[src/rtl/hazard_pkg.sv]
// Shared definitions for the pipeline hazard/stall controller.
package hazard_pkg;

    // Controller state encoding
    localparam logic [0:0] RUN     = 1'b0;
    localparam logic [0:0] MD_WAIT = 1'b1;

    // Default EX-stage mul/div busy cycles after issue
    localparam int unsigned MD_LATENCY_DEFAULT = 32;

    // Hard-wired zero register; never a real producer
    localparam logic [4:0] REG_ZERO = 5'd0;

endpackage : hazard_pkg

[src/rtl/hazard_stall_ctrl_md_busy_timer.sv]
// Mul/div occupancy countdown: loaded on issue, counts down while active.
module md_busy_timer
    import hazard_pkg::*;
#(
    parameter int unsigned LATENCY = MD_LATENCY_DEFAULT,
    parameter int unsigned CNT_W   = 8
) (
    input  logic Clock,
    input  logic Reset,
    input  logic Load,
    input  logic Active,
    output logic Busy,
    output logic Done
);

    logic [CNT_W-1:0] md_cnt;

    // Countdown register; holds at zero once the operation has finished
    always_ff @(posedge Clock) begin
        if (Reset) begin
            md_cnt <= '0;
        end else if (Load) begin
            md_cnt <= CNT_W'(LATENCY - 1);
        end else if (Active && (md_cnt != '0)) begin
            md_cnt <= md_cnt - CNT_W'(1);
        end
    end

    // Busy for the whole wait window, Done on its final cycle
    always_comb begin
        Busy = Active;
        Done = Active && (md_cnt == '0);
    end

endmodule : md_busy_timer

[src/rtl/hazard_stall_ctrl.sv]
// Load-use / branch / mul-div hazard controller for the 5-stage pipeline.
module hazard_stall_ctrl
    import hazard_pkg::*;
#(
    parameter int unsigned MD_LATENCY = MD_LATENCY_DEFAULT,
    parameter int unsigned CNT_W      = 8,
    parameter int unsigned STAT_W     = 32
) (
    input  logic              Clock,
    input  logic              Reset,
    input  logic [4:0]        IFID_Rs,
    input  logic [4:0]        IFID_Rt,
    input  logic              IFID_UsesRt,
    input  logic              IDEX_MemRead,
    input  logic [4:0]        IDEX_DestReg,
    input  logic              Branch_Taken_ID,
    input  logic              MD_Start_ID,
    input  logic              MD_ReadHiLo_ID,
    output logic              PC_Write,
    output logic              IFID_Write,
    output logic              IFID_Flush,
    output logic              IDEX_Flush,
    output logic              MD_Issue,
    output logic              MD_Busy,
    output logic              MD_Done,
    output logic [STAT_W-1:0] Stall_Count
);

    logic [0:0] state;
    logic [0:0] state_nxt;
    logic       load_use;
    logic       md_hazard;
    logic       stall;
    logic       md_load;
    logic       tmr_busy;
    logic       tmr_done;

    // Hazard detection on the ID instruction against EX and the mul/div unit
    always_comb begin
        load_use  = IDEX_MemRead && (IDEX_DestReg != REG_ZERO) &&
                    ((IDEX_DestReg == IFID_Rs) ||
                     (IFID_UsesRt && (IDEX_DestReg == IFID_Rt)));
        md_hazard = (state == MD_WAIT) && (MD_Start_ID || MD_ReadHiLo_ID);
        stall     = load_use || md_hazard;
        md_load   = !Reset && (state == RUN) && MD_Start_ID && !stall;
    end

    md_busy_timer #(
        .LATENCY (MD_LATENCY),
        .CNT_W   (CNT_W)
    ) u_md_busy_timer (
        .Clock  (Clock),
        .Reset  (Reset),
        .Load   (md_load),
        .Active (state == MD_WAIT),
        .Busy   (tmr_busy),
        .Done   (tmr_done)
    );

    // State register
    always_ff @(posedge Clock) begin
        if (Reset) begin
            state <= RUN;
        end else begin
            state <= state_nxt;
        end
    end

    // Next-state logic: enter MD_WAIT on issue, leave after the Done cycle
    always_comb begin
        state_nxt = state;
        case (state)
            RUN:     if (md_load)  state_nxt = MD_WAIT;
            MD_WAIT: if (tmr_done) state_nxt = RUN;
            default: state_nxt = RUN;
        endcase
    end

    // Pipeline control outputs; stall wins over a taken branch
    always_comb begin
        PC_Write   = 1'b1;
        IFID_Write = 1'b1;
        IFID_Flush = 1'b0;
        IDEX_Flush = 1'b0;
        MD_Issue   = 1'b0;
        MD_Busy    = 1'b0;
        MD_Done    = 1'b0;
        if (Reset) begin
            PC_Write   = 1'b0;
            IFID_Write = 1'b0;
            IFID_Flush = 1'b1;
            IDEX_Flush = 1'b1;
        end else begin
            if (stall) begin
                PC_Write   = 1'b0;
                IFID_Write = 1'b0;
                IDEX_Flush = 1'b1;
            end else begin
                IFID_Flush = Branch_Taken_ID;
            end
            MD_Issue = md_load;
            MD_Busy  = tmr_busy;
            MD_Done  = tmr_done;
        end
    end

    // Saturating count of stall cycles since reset
    always_ff @(posedge Clock) begin
        if (Reset) begin
            Stall_Count <= '0;
        end else if (stall && (Stall_Count != '1)) begin
            Stall_Count <= Stall_Count + STAT_W'(1);
        end
    end

endmodule : hazard_stall_ctrl

[config.mk]
export PLATFORM = sky130hd
export DESIGN_NAME = hazard_stall_ctrl
export DESIGN_NICKNAME = d
export VERILOG_FILES = /design/src/rtl/hazard_pkg.sv /design/src/rtl/hazard_stall_ctrl_md_busy_timer.sv /design/src/rtl/hazard_stall_ctrl.sv
export SDC_FILE = /design/constraint.sdc
export NUM_CORES = 1
export LEC_CHECK = 0
export BUFFER_PORTS_ARGS = -buffer_cell sky130_fd_sc_hd__buf_2
export CORE_ASPECT_RATIO = 0.6
export CORE_MARGIN = 5
export CORE_UTILIZATION = 45
export CTS_CLUSTER_SIZE = 14
export DETAILED_ROUTE_END_ITERATION = 10
export PLACE_DENSITY_LB_ADDON = 0.12
export SYNTH_ARGS = -nofsm -noshare
export SYNTH_HDL_FRONTEND = slang
export SYNTH_SLANG_ARGS = --single-unit
[constraint.sdc]
create_clock -name Clock -period 2.65 [get_ports Clock]
set_clock_uncertainty 0.15 [all_clocks]
set_input_delay 0.265 -clock Clock [delete_from_list [all_inputs] [get_ports Clock]]
set_output_delay 0.265 -clock Clock [all_outputs]
set_load 0.01 [all_outputs]
## Word-level counts from Yosys, hierarchy flattened

Index checks and enable logic that the tools add are counted.

| word-level totals | value |
|---|---|
| register bits after elaboration | 41 |
| input port bits | 22 |
| output and inout port bits | 39 |
| word-level logic and storage cells | 44 |

| cells by class | value |
|---|---|
| add/sub/neg operators | 2 |
| equality and inequality tests | 3 |
| multiplexer cells | 14 |
| bitwise operators | 1 |
| reductions and logical operators | 20 |

Operators by type and width:

| kind | number |
|---|---|
| $add A32 B1 Y32 const B | 1 |
| $ne A32 B32 Y1 const B | 1 |
| $mux W1 | 11 |
| $eq A5 B5 Y1 | 2 |
| $logic_and A1 B1 Y1 | 10 |
| $mux W5 | 2 |
| $logic_not A8 Y1 | 1 |
| $reduce_bool A8 Y1 | 1 |
| $sub A8 B1 Y8 const B | 1 |
| $reduce_bool A5 Y1 | 1 |
| $logic_or A1 B1 Y1 | 3 |
| $logic_not A1 Y1 | 2 |
| $pmux W1 S2 | 1 |
| $reduce_bool A2 Y1 | 1 |
| $reduce_or A2 Y1 | 1 |
| $not A1 Y1 | 1 |

## Depth between registers and ports, before layout

Gate-level depths: netlist of the first run.

| depth | value |
|---|---|
| word-level depth | 9 |
| gate-level depth with buffers | 10 |
| gate-level depth less buffers | 8 |

## Modules after synthesis

Synthesis of the first run repeated with hierarchy kept, for this count alone.

| second synthesis, totals | value |
|---|---|
| cell total of the unflattened synthesis | 283 |
| area, all modules | 2404.8 µm² |

By module, submodules not included:

| module | times used | cells an instance | area each (µm²) | seq. area each (µm²) |
|---|---|---|---|---|
| hazard_stall_ctrl | 1 | 230 | 1916.8 | 660.6 |
| md_busy_timer | 1 | 53 | 488.0 | 160.2 |

## Least setup slack after synthesis of the first run

OpenSTA, ideal clock, no wires.

| timing path | value |
|---|---|
| kind | register to register |
| from | reg Stall_Count[0] |
| to | reg Stall_Count[7] |
| library setup time | 0.121 ns |
| arrival time | 2.120 ns |
| path slack | 0.258 ns |
| stages on the path, launching flop included | 10 |
| period minus slack after synthesis | 2.392 ns |
| path through | dfxtp_1 -> ha_1 -> and4_4 -> nand4_4 -> or3_4 -> nor2b_4 -> buf_6 -> buf_8 -> nor3_1 -> mux2_4 |

| between the ends | value |
|---|---|
| word-level cells in the longest chain between the ends | 2 |

Ends and longest elaborated chain:

| element | RTL line | text |
|---|---|---|
| from (decl) | hazard_stall_ctrl.sv:26 | `output logic [STAT_W-1:0] Stall_Count` |
| from (signal assigned) | hazard_stall_ctrl.sv:112 | `Stall_Count <= Stall_Count + STAT_W'(1);` |
| branches (longest 2 deep; another with $add A32 B1 Y32) | - |  |

Several ways; the timed one is not identified.
A chain may end at the register's enable or synchronous reset.

## Worst setup path in the final report of the first run

Ends and elaborated chain as after synthesis.

==> metrics.yaml, run 1 <==
outcome: "complete, no violations"
dp_cells: 395
cts_setup_buffers: 0
fin_cells: 402
crit_type: "reg2reg"
chipHeight_um: 66.4
syn_to_final_growth_pct: 19.5
worst_setup_path_start_kind: "flop"
muxShareOfSynthArea_pct: 2.36
die_w_um: 104
drc: 0
finalCritPeriodShare_pct: 90.4
worst_slack_ns: 0.255
slowest_delay_ns: 0.40
cts_root_buf: "clkbuf_8"
ctsLongestPathBuffers: 2
vdd_drop_max_v: 0.000225
hold_path.class: "in2reg"
r2r_start: "Stall_Count[0]$_SDFFE_PP0P_"
yosys_warnings: 0
cts_tree: "done"
reg2regPathDepth: 8
yosysMostFrequentCell: "dfxtp_1"
syn_avg_cell_area_sq_um: 8.57
grt_pass1_vias: 2042
cts_hold_buffers: 0
hold_start: "Reset"
drive_gt1_share_pct: 26.8
max_freq_mhz: 418
drt_iter0_drc: 82
synth_top_cell_by_area: "dfxtp_1"
synth_top_family_by_area: "simple AND/OR/NAND/NOR gates"
place_ws_ns: 0.263
ant_nets: 0
fin_area_sq_mm: 0.00285
hold_viol: 0
htree_levels: 2
portBuffers: 60
start_util_pct: 46.7
synth_compound_area_share_pct: 19.5
critPathMaxFanout: 23
worst_setup_path_end_kind: "flop"
wl_per_cell_um: 13.7
row_count: 20
grt-ovfl-total: 0
synth.area.top_cells: "dfxtp_1, a21oi_1, o31ai_1"
drv_slew: 0
synth-simple-area-share_pct: 31.1
worst_pin_slew_ns: 0.569
synth_top_area_share_pct: 34.5
r2r_setup_slack_ns: 0.26
min_delay_path_depth: 2
syn_nets: 302
path_cells: "ha_1 -> and4_4 -> nand4_4 -> or3_4 -> nor2b_4 -> buf_12 -> nor3_1 -> mux2_4"
antenna_cells: 0
synth_edf_count: 0
yosys.area_share.xor_xnor_pct: 5.88
reg2reg_to: "Stall_Count[7]$_SDFFE_PP0P_"
io_pins: 61
n_fill_cell: 490
cts_made_buffers: 5
ctsResizeCount: 0
finalCriticalPeriod_ns: 2.39
wl_um: 5520
grtUsageTotal_pct: 16.2
finalSetupViolCount: 0
hold-path-endpoint: "u_md_busy_timer.md_cnt[3]$_SDFFE_PP0P_"
synthArstFlopShare_pct: 0
clk_pin_slew_ns: 0.07
synthAdderAreaFrac_pct: 1.05
ys_ff_latch: 41
seq_area_frac_synth_pct: 34.5
leakage_nw: 1.08
p_per_area_mw_per_mm2: 437
vias_per_cell: 5.63
ys_types: 49
dieArea_sq_mm: 0.00690
first_pass_iters: 4
synthCells: 278
maxCapViolations: 0
synth_flop_cell: "dfxtp_1"
cts.sinks: 41
grt_start_max_net_pins: 59
cpMaxStageDelayCell: "dfxtp_1"
synth_common_cells: "dfxtp_1, a21oi_1, o31ai_1, or4_1"
rsz0062_at_grt: "no"
arrival_ns: 2.43
grt_pass1_wl_um: 9380
hpwl_um: 4110
core_area_sq_mm: 0.00510
worstSkewPairLatency_ns: 0.29
antenna_found_initial: 0
slew_headroom_pct: 61.7
place_area_sq_mm: 0.00276
crit_required_ns: 2.68
nNetsFinal: 360
gp_congestion: 0.786
finalPower_mw: 1.25
syn_area_sq_mm: 0.00238
num_vias: 2262
setup_tns_ns: 0
layout make-up:
class                           instances  area (sq um)  area share, %
Multi-Input combinational cell        213          1430           50.1
Sequential cell                        41           821           28.8
Timing Repair Buffer                   70           413           14.5
Clock buffer                            7          86.3           3.03
Tap cell                               66          82.6           2.90
Inverter                                5          18.8          0.659
power by group:
part | switching [mW] | internal [mW] | total, mW
registers | 0.0143 | 0.632 | 0.646
clock network | 0.210 | 0.207 | 0.416
logic | 0.103 | 0.0796 | 0.183
worst max-delay path: cells and delay by family, from the launching register on:
kind	cells	cell delay, ns
DFF	1	0.40
muxes	1	0.30
buffers and inverters	1	0.17
and+or+nand+nor	5	1.07
adders and majority gates	1	0.20
sequential cells by signal (all words and copies together), names as in the netlist:
signal,count
Stall_Count,32
u_md_busy_timer.md_cnt,8
state,1
cells in the final DEF, fill, tap and decap left out, types with 2 or more instances in the layout:
master,synthesis,layout
buf_2,3,60
dfxtp_1,41,41
a21oi_1,35,35
or4_1,23,23
o31ai_1,23,23
nand3_1,16,16
nor2_1,16,16
xnor2_1,15,15
nand2_1,13,13
buf_4,2,7
nand4_1,6,6
nor2b_1,6,6
clkbuf_8,0,6
inv_1,5,5
or3_1,5,5
and3_1,5,5
nor3_1,5,5
o21ai_0,4,4
and4_1,4,4
o21ai_1,3,3
mux2_4,3,3
buf_12,0,3
nand2b_1,2,2
or2_2,2,2
o41ai_1,2,2
or4b_1,2,2
ha_1,2,2
worst max path at each step:
stage	slack, ns	start	to	cells after the start
after CTS	0.25	Stall_Count[0]$_SDFFE_PP0P_	Stall_Count[7]$_SDFFE_PP0P_	8
after global routing	0.14	Stall_Count[0]$_SDFFE_PP0P_	Stall_Count[6]$_SDFFE_PP0P_	8
final	0.26	Stall_Count[0]$_SDFFE_PP0P_	Stall_Count[7]$_SDFFE_PP0P_	8
after global placement	0.31	Stall_Count[0]$_SDFFE_PP0P_	Stall_Count[7]$_SDFFE_PP0P_	8
after floorplan	0.26	Stall_Count[0]$_SDFFE_PP0P_	Stall_Count[7]$_SDFFE_PP0P_	9
after detailed placement	0.26	Stall_Count[0]$_SDFFE_PP0P_	Stall_Count[7]$_SDFFE_PP0P_	8
per-layer routing:
metal / vias up / GRT usage [%] / wire length (um)
li1: 1175 / - / -
met1: 1027 / 22.6 / 2940
met2: 55 / 24.2 / 2200
met3: 5 / 4.68 / 346
met4: 0 / 4.36 / 38
met5: - / 0 / 0
through the flow:
| stage | hold slack (ns) | utilization, % |
|---|---|---|
| 2_1_floorplan | 0.328 | - |
| 3_3_place_gp | 0.325 | 54.1 |
| 3_5_place_dp | 0.336 | 54.1 |
| 4_1_cts | 0.255 | 55.8 |
| 5_1_grt | 0.288 | 55.8 |
| 6_report | 0.257 | 55.8 |
cell families (layout without fill, tap and decap cells):
| group | Yosys count | after routing |
|---|---|---|
| compound gates | 74 | 74 |
| buf+inv | 24 | 82 |
| xor+xnor | 16 | 16 |
| fa+ha+maj | 2 | 2 |
| simple gates | 117 | 117 |
| flops | 41 | 41 |
| mux | 4 | 4 |
No activity file was read; power rests on OpenSTA's default activity.
==> run 2, diff against run 1 <==
ABC_AREA = 1   (was not set)
SKIP_CTS_REPAIR_TIMING = 1   (was not set)
==> metrics.yaml, run 2 <==
wl_um: 8200  # was 5520 um
top_register: "Stall_Count"  # unchanged
gp_congestion: 1.00  # was 0.786
vdd_drop_max_v: 0.000195  # was 0.000225 V
die_w_um: 111  # was 104 um
start_util_pct: 45.9  # was 46.7%
portBuffers: 60  # unchanged
drc: 0  # unchanged
synth_edf_count: 0  # unchanged
max_freq_mhz: 431  # was 418 MHz
grt-ovfl-total: 0  # unchanged
core_area_sq_mm: 0.00603  # was 0.00510 sq mm
pwr-share-comb_pct: 15.2  # was 14.7%
worst_pin_slew_ns: 0.553  # was 0.569 ns
grt_pass1_vias: 2771  # was 2042
ys_types: 24  # was 49
leakage_nw: 1.43  # was 1.08 nW
drive_gt1_share_pct: 15.4  # was 26.8%
syn_area_sq_mm: 0.00277  # was 0.00238 sq mm
clockPowerShare_pct: 33.6  # was 33.4%
first_pass_iters: 5  # was 4
arrival_ns: 2.40  # was 2.43 ns
finalCritPeriodShare_pct: 87.5  # was 90.4%
cts_made_buffers: 5  # unchanged
finalCriticalPeriod_ns: 2.32  # was 2.39 ns
utilization_pct: 53.3  # was 55.8%
worst_hold_slack_ns: 0.227  # was 0.257 ns
power_frac_seq_pct: 51.2  # was 51.9%
worst_setup_path_end_kind: "flop"  # unchanged
cts_tree: "done"  # unchanged
worstSkewPairLatency_ns: 0.30  # was 0.29 ns
synth_flop_cell: "dfxtp_1"  # unchanged
finalSetupViolCount: 0  # unchanged
yosys_warnings: 0  # unchanged
synth_common_cells: "nand2_1, nor2_1, dfxtp_1"  # was dfxtp_1, a21oi_1, o31ai_1, or4_1
ctsLongestPathBuffers: 2  # unchanged
vias_per_cell: 5.14  # was 5.63
critPathMaxFanout: 32  # was 23
synth.area.top_cells: "dfxtp_1, nand2_1, nor2_1"  # was dfxtp_1, a21oi_1, o31ai_1
hold_viol: 0  # unchanged
final_common_cell: "nand2_1"  # was buf_2
dieArea_sq_mm: 0.00787  # was 0.00690 sq mm
syn_nets: 485  # was 302
finalPower_mw: 1.25  # about the same
drt_iter0_drc: 249  # was 82
crit_type: "reg2reg"  # unchanged
grt_start_max_net_pins: 33  # was 59
row_count: 22  # was 20
grt_pass1_wl_um: 13600  # was 9380 um
yosysMostFrequentCell: "nand2_1"  # was dfxtp_1
p_int_mw: 0.905  # was 0.918 mW
cts_root_buf: "clkbuf_8"  # unchanged
antenna_found_initial: 0  # unchanged
num_vias: 3097  # was 2262
clk_pin_slew_ns: 0.08  # was 0.07 ns
ant_nets: 0  # unchanged
final_cell_mix: "nand2_1, nor2_1, buf_2, dfxtp_1"  # was buf_2, dfxtp_1, a21oi_1, or4_1, o31ai_1
outcome: "complete, no violations"  # unchanged
synth_top_area_share_pct: 29.7  # was 34.5%
syn_to_final_growth_pct: 16.0  # was 19.5%
synth_top_cell_by_area: "dfxtp_1"  # unchanged
syn_avg_cell_area_sq_um: 6.00  # was 8.57 sq um
grtUsageTotal_pct: 21.1  # was 16.2%
slew_headroom_pct: 63.1  # was 61.7%
setup_tns_ns: 0  # unchanged
hpwl_um: 6350  # was 4110 um
largest_reg_flops: 32  # unchanged
crit_required_ns: 2.73  # was 2.68 ns
synthArstFlopShare_pct: 0  # unchanged
chipHeight_um: 70.7  # was 66.4 um
p_per_area_mw_per_mm2: 391  # was 437 mW/mm^2
rsz0062_at_grt: "no"  # unchanged
htree_levels: 2  # unchanged
maxCapViolations: 0  # unchanged
synthCells: 461  # was 278
p_switching_mw: 0.350  # was 0.327 mW
nNetsFinal: 542  # was 360
swShare_pct: 27.9  # was 26.3%
cts.sinks: 41  # unchanged
drv_slew: 0  # unchanged
ys_ff_latch: 41  # unchanged
worst_setup_path_start_kind: "flop"  # unchanged
wl_per_cell_um: 13.6  # was 13.7 um
seq_area_frac_synth_pct: 29.7  # was 34.5%
io_pins: 61  # unchanged
antenna_cells: 0  # unchanged
hold_path.class: "in2reg"  # unchanged
reg_top3: "Stall_Count: 32 flops, u_md_busy_timer.md_cnt: 8 flops, state: 1 flops"  # unchanged
[run 2: cell count changes in the layout (fill, tap and decap cells not counted), sizes merged, moves of 12 or more]
| cell | before | now |
|---|---|---|
| xor2 | 1 | 13 |
| nand2 | 13 | 170 |
| or4 | 23 | 0 |
| nand3b | 1 | 15 |
| inv | 5 | 36 |
| nand3 | 16 | 40 |
| nor2 | 16 | 70 |
| o31ai | 23 | 0 |
[run 2: per-layer routing]
metal | routed length [um] | track usage [%]
met1 | 4180 | 33.8
met2 | 3100 | 28.9
met3 | 827 | 3.68
met4 | 91 | 4.45
met5 | 0 | 0
[run 2: area by class of cell]
type / instances / area [sq um]
Tap cell: 84 / 105
Multi-Input combinational cell: 369 / 1730
Clock buffer: 7 / 86.3
Sequential cell: 41 / 821
Timing Repair Buffer: 65 / 338
Inverter: 36 / 135
Fill cell: 644 / 2820
[run 2: path summary, 6_finish.rpt]
path                                      from                      endpoint  slack [ns]  depth (start not counted)
hold / removal                           Reset  Stall_Count[20]$_SDFFE_PP0P_        0.23                          2
hold reg to reg   Stall_Count[13]$_SDFFE_PP0P_  Stall_Count[13]$_SDFFE_PP0P_        0.38                          2
setup reg to reg   Stall_Count[1]$_SDFFE_PP0P_  Stall_Count[26]$_SDFFE_PP0P_        0.33                         11
setup / recovery   Stall_Count[1]$_SDFFE_PP0P_  Stall_Count[26]$_SDFFE_PP0P_        0.33                         11
[run 2: worst max-delay path, cell delays in order (launching register included)]
cell	delay, ns
dfxtp_1	0.41
ha_1	0.32
nand3_2	0.16
inv_2	0.11
nand2_2	0.08
inv_2	0.08
nand2_2	0.06
nor2_4	0.10
nand3b_4	0.15
nand2_4	0.33
nand2_1	0.12
a21oi_1	0.14
[run 2: power by group through the flow]
stage | logic, mW | registers (mW) | clock network [mW]
3_5_place_dp | 0.190 | 0.656 | 0
4_1_cts | 0.191 | 0.642 | 0.430
3_3_place_gp | 0.186 | 0.656 | 0
2_1_floorplan | 0.138 | 0.657 | 0
5_1_grt | 0.218 | 0.644 | 0.446
6_report | 0.191 | 0.642 | 0.422
[run 2: cells by family (layout without fill, tap and decap cells)]
group / Yosys count / count (layout) / synth area share, %
flops: 41 / 41 / 29.7
simple gates: 302 / 302 / 46.7
xor+xnor: 21 / 21 / 6.65
compound gates: 44 / 44 / 8.05
buf+inv: 51 / 108 / 8.00
fa+ha+maj: 2 / 2 / 0.904
[run 2: metrics by stage]
stage	setup slack, ns	instances	cell area (sq um)
floorplan	0.635	461	2770
global placement	0.505	595	3120
detailed placement	0.374	595	3120
CTS	0.347	602	3210
global route	0.166	602	3210
finish	0.332	602	3210
